==> config.mk <==
export PLATFORM = sky130hd
export DESIGN_NAME = fifo_wr_ctrl
export DESIGN_NICKNAME = d
export VERILOG_FILES = /design/src/rtl/fifo_wr_ctrl.sv
export SDC_FILE = /design/constraint.sdc
export NUM_CORES = 1
export LEC_CHECK = 0
export CORE_MARGIN = 3
export CORE_UTILIZATION = 35
export CTS_BUF_LIST = sky130_fd_sc_hd__clkbuf_4
export DETAILED_ROUTE_END_ITERATION = 12
export MAX_ROUTING_LAYER = met4
export PLACE_DENSITY_LB_ADDON = 0.3
export SLEW_MARGIN = 10
export SYNTH_ARGS = -nofsm -noshare
export SYNTH_HDL_FRONTEND = slang
export SYNTH_SLANG_ARGS = --single-unit
==> constraint.sdc <==
create_clock -name w_clk -period 3.1 [get_ports w_clk]
set_input_delay 0.775 -clock w_clk [delete_from_list [all_inputs] [get_ports w_clk]]
set_output_delay 0.775 -clock w_clk [all_outputs]
set_load 0.05 [all_outputs]
==> src/rtl/fifo_wr_ctrl.sv <==
// Write-side controller of the async FIFO: memory write enable/address, binary and Gray
// write pointers, and full / almost-full / fill / overflow status from the synchronised rptr.
`timescale 1ns/1ps
module fifo_wr_ctrl #(
  parameter int unsigned addr_size = 3,
  parameter int unsigned af_level  = 6
) (
  input  logic                 w_clk,
  input  logic                 reset,
  input  logic                 w_inc,
  input  logic [addr_size:0]   wq2_rptr,
  output logic [addr_size-1:0] w_addr,
  output logic                 w_clk_en,
  output logic [addr_size:0]   w_ptr,
  output logic                 w_full,
  output logic                 w_almost_full,
  output logic [addr_size:0]   w_fill,
  output logic                 w_overflow
);

  localparam int unsigned PtrW = addr_size + 1;

  logic [PtrW-1:0] wbin_q, wbin_d;
  logic [PtrW-1:0] wgray_q, wgray_d;
  logic [PtrW-1:0] fill_q, fill_d;
  logic [PtrW-1:0] rbin;
  logic            full_q, full_d;
  logic            afull_q, afull_d;
  logic            overflow_q;

  // Gated by reset so the memory never sees a write while the pointers are held clear.
  assign w_clk_en = w_inc & ~full_q & reset;
  assign w_addr   = wbin_q[addr_size-1:0];

  always_comb begin
    rbin            = '0;
    rbin[addr_size] = wq2_rptr[addr_size];
    for (int i = int'(addr_size) - 1; i >= 0; i--) begin
      rbin[i] = rbin[i+1] ^ wq2_rptr[i];
    end

    wbin_d  = wbin_q + PtrW'(w_clk_en);
    wgray_d = (wbin_d >> 1) ^ wbin_d;
    fill_d  = wbin_d - rbin;
    // Full when the write pointer has lapped the read pointer: top two Gray bits inverted.
    full_d  = (wgray_d == {~wq2_rptr[addr_size -: 2], wq2_rptr[addr_size-2:0]});
    afull_d = (32'(fill_d) >= af_level);
  end

  always_ff @(posedge w_clk or negedge reset) begin
    if (!reset) begin
      wbin_q     <= '0;
      wgray_q    <= '0;
      fill_q     <= '0;
      full_q     <= 1'b0;
      afull_q    <= 1'b0;
      overflow_q <= 1'b0;
    end else begin
      wbin_q     <= wbin_d;
      wgray_q    <= wgray_d;
      fill_q     <= fill_d;
      full_q     <= full_d;
      afull_q    <= afull_d;
      overflow_q <= w_inc & full_q;
    end
  end

  assign w_ptr         = wgray_q;
  assign w_full        = full_q;
  assign w_almost_full = afull_q;
  assign w_fill        = fill_q;
  assign w_overflow    = overflow_q;

endmodule

# After elaboration in Yosys (flattened, before gate mapping)
# Cells that the tools add are included.
# totals
ff_bits	15
inputBits	7
output_inout_bits	15
wordCells	19
# classes
add_sub_neg	2
order_cmp	1
eq_ne	1
bitwise_logic	9
# op_table
cell	n
adder 4 x 1 -> 4 bit	1
== test 4 bit	1
>= comparator 4 x 3 -> 1 bit, second input constant	1
subtractor 4 bit	1
XOR 3 x 4 -> 4 bit	1
AND 1 bit	3
XOR 1 bit	3
NOT 2 bit	1
NOT 1 bit	1

# Depth between registers and ports, before layout
# depth
word_depth	6
mapped_depth	9
mapped_depth_nobuf	9

# Least setup slack after synthesis
# No wires, ideal clock.
# synth_timing
path_type	input to register
from	in w_inc
to	reg afull_q, in the netlist w_almost_full
setup_time_ns	0.127
t_arrival_ns	2.934
required_time_ns	2.973
setup_slack_ns	0.039
stages	9
n_path_buf	0
path_cell_list	nand2_1 > nor2_1 > ha_1 > ha_1 > ha_1 > nor2b_1 > o21ai_0 > a21oi_1 > nand3b_1
# synth_via
elab_chain_cells	5
# synth_lines
element	line	source
start: declaration	10	input logic w_inc,
AND 1 bit (2 in a row)	32	assign w_clk_en = w_inc & ~full_q & reset;
via w_clk_en	13	output logic w_clk_en,
adder 4 x 1 -> 4 bit	42	wbin_d = wbin_q + PtrW'(w_clk_en);
via wbin_d[1]	23	logic [PtrW-1:0] wbin_q, wbin_d;
subtractor 4 bit	44	fill_d = wbin_d - rbin;
>= comparator 4 x 3 -> 1 bit	47	afull_d = (32'(fill_d) >= af_level);
via afull_d	28	logic afull_q, afull_d;
end signal: assignment	63	afull_q <= afull_d;
end: declaration	28	
# The timed path passes the listed nets, and every way through them passes these cells.

# Final worst setup path
# layout_timing
from	in reset
to	reg afull_q, in the netlist w_almost_full
# layout_via
elab_chain_cells	4
# layout_lines
element	line	source
start: declaration	9	input logic reset,
AND 1 bit	32	
adder 4 x 1 -> 4 bit	42	
via wbin_d[2]	23	
subtractor 4 bit	44	
>= comparator 4 x 3 -> 1 bit	47	
via afull_d	28	
# The timed path passes the listed nets, and every way through them passes these cells.

==> metrics <==
commonest non-fill, non-tap cell in the layout clkdlybuf4s50_1; Hold Vio Cnt, Final 0; CP Max Fanout 4; die width 50.18 um; largest net degree at the start of global routing 15; Clock Latency Late Sink 0.28 ns; WHS 0.5262 ns; Mapped Cells 56; clk sink count 14; unique cell type count in the Yosys netlist 19; Critical Setup Path Class in2reg; Ys Warns 0; Reg clk slew, reported paths 0.08 ns; port bufs 21; Slew Viols, Final 0; H-tree depth 1; Min-Delay Path Class reg2reg; num rows 15; core area 0.001783 mm2; minimum clock period 2.730 ns; first-pass GRT wire length 2021 um; Post-CTS Hold Buffers 0; Post-CTS Resized 0; sequential share of the synthesized area 0.5128; Initial Utilization 0.3832; share of cells above drive strength 1 0.1071; Placer Congestion 0.7289; commonest cells after routing, fill and taps aside clkdlybuf4s50_1 (20), dfrtp_1 (14), xnor2_1 (10), inv_1 (6), ha_1 (5); Critical Path, Cell by Cell clkdlybuf4s50_1 -> nand2_1 -> nor2_1 -> ha_1 -> ha_1 -> xor2_2 -> ha_1 -> o21ai_0 -> a21oi_1 -> nand3b_1; GR Overflow Total 0; Final Cycle Share 0.8805; RSZ-0062 raised after global routing false; Clock Tree Root clkbuf_4; Req. time, crit path 3.26 ns; crit path DAT 2.89 ns; Max Freq 0.3664 GHz; maxcap violations 0; Layout area overhead 43.96%; startpoint types input pin; Post-CTS Setup Inserts 0; Iter 0 DRT Violations 0; synthesized area 683.2 um2; total track usage 0.1124; I/O Pins 22; syn nets 69; most used cell, CP ha_1; clk buf depth 2; Ant. Diodes 0; Largest delay share family, worst path adder cells; Detail Route Antenna Nets 0; final WL 1151 um; CP endpoint kind register; dpl hpwl 997.5 um; Layout Nets 98; drt first pass iters 1; routed len/inst 10.56 um; slowest stage delay, CP 0.48 ns; Worst Skew 0.007138 ns; syn_area_per_cell 12.20 um2; Worst Max-Slew Pin Slew 0.5028 ns; CP bufs+invs 1; die height 50.18 um; Num CTS Buffers 3; via count 457; max_slew headroom 0.6637; # setup viols final 0; vias in the first global route 442; initial antenna violation count 0; Vias/cell 4.193; die area 0.002518 mm2; FF+latch count, synth 14; CTS tree built; slowest stage cell on the critical path clkdlybuf4s50_1; run status finished clean; Sum Neg Setup Slack 0 ns; DRC violations left 0
[state kept, by name (all words and copies together) (netlist names)]
signal / flops
w_ptr: 3
w_fill: 4
w_almost_full: 1
wbin_q: 4
w_overflow: 1
w_full: 1
[cells by family after synthesis]
family                     Yosys count  share of synthesized area
AOI/OAI and AO/OA                    4                    0.04394
xor gates and xnor gates            15                     0.2033
adders and majority gates            6                     0.1209
buffers and inverters                6                    0.03296
DFF                                 14                     0.5128
and+or+nand+nor                     11                    0.08610
[metal layers]
layer  wire [um]  global-route usage  up-vias
met1         522              0.1371      204
met2         528              0.1630       16
met5           0                   -        -
met4          32             0.08295        0
met3          68             0.02374        2
li1            -                   -      235
[area by class of cell]
class                   count  area (um2)
flip-flops and latches     14       350.3
clock buffers               3       22.52
multi-input cells          36       310.3
inverters                   6       22.52
fillers                   157       799.5
repair buffers             24       242.7
well taps                  25       31.28
clock inverters             1       3.754
[synth_stat cells]
cell	count	share of area
a211oi_2	1	0.018
xor2_2	1	0.024
a21boi_0	1	0.011
nor2_1	1	0.0055
and2_1	1	0.0092
nand2_1	2	0.011
xnor2_1	10	0.13
o21ai_0	1	0.0073
nand3b_1	1	0.011
nand3_1	3	0.022
fa_1	1	0.029
xor2_1	4	0.051
dfrtp_1	14	0.51
nor2b_1	1	0.0092
a21oi_1	1	0.0073
or3_1	1	0.0092
inv_1	6	0.033
nand2b_1	1	0.0092
ha_1	5	0.092
[worst paths after layout]
path                             start       endpoint  slack (ns)  depth (start not counted)
worst max-delay path             reset  w_almost_full        0.37                         10
worst min-delay path            w_full     w_overflow        0.53                          1
worst max register to register  w_full  w_almost_full        0.99                          8
worst min register to register  w_full     w_overflow        0.53                          1
max in group asynchronous        reset      w_fill[3]        2.09                          2
min in group asynchronous        reset       w_ptr[2]        0.84                          2
[metrics by stage]
stage          cells  area (um2)  worst slack, ns  utilization
2_1_floorplan     56       683.2          0.03936            -
3_3_place_gp     105       957.2           0.1084       0.5368
4_1_cts          109       983.4           0.3646       0.5516
5_1_grt          109       983.4           0.1783       0.5516
6_report         109       983.4           0.3705       0.5516
3_5_place_dp     105       957.2          0.08487       0.5368
Power is left out: the tool's default activity adds up to more than one toggle a clock period on the data nets, which glitch-free logic cannot reach.
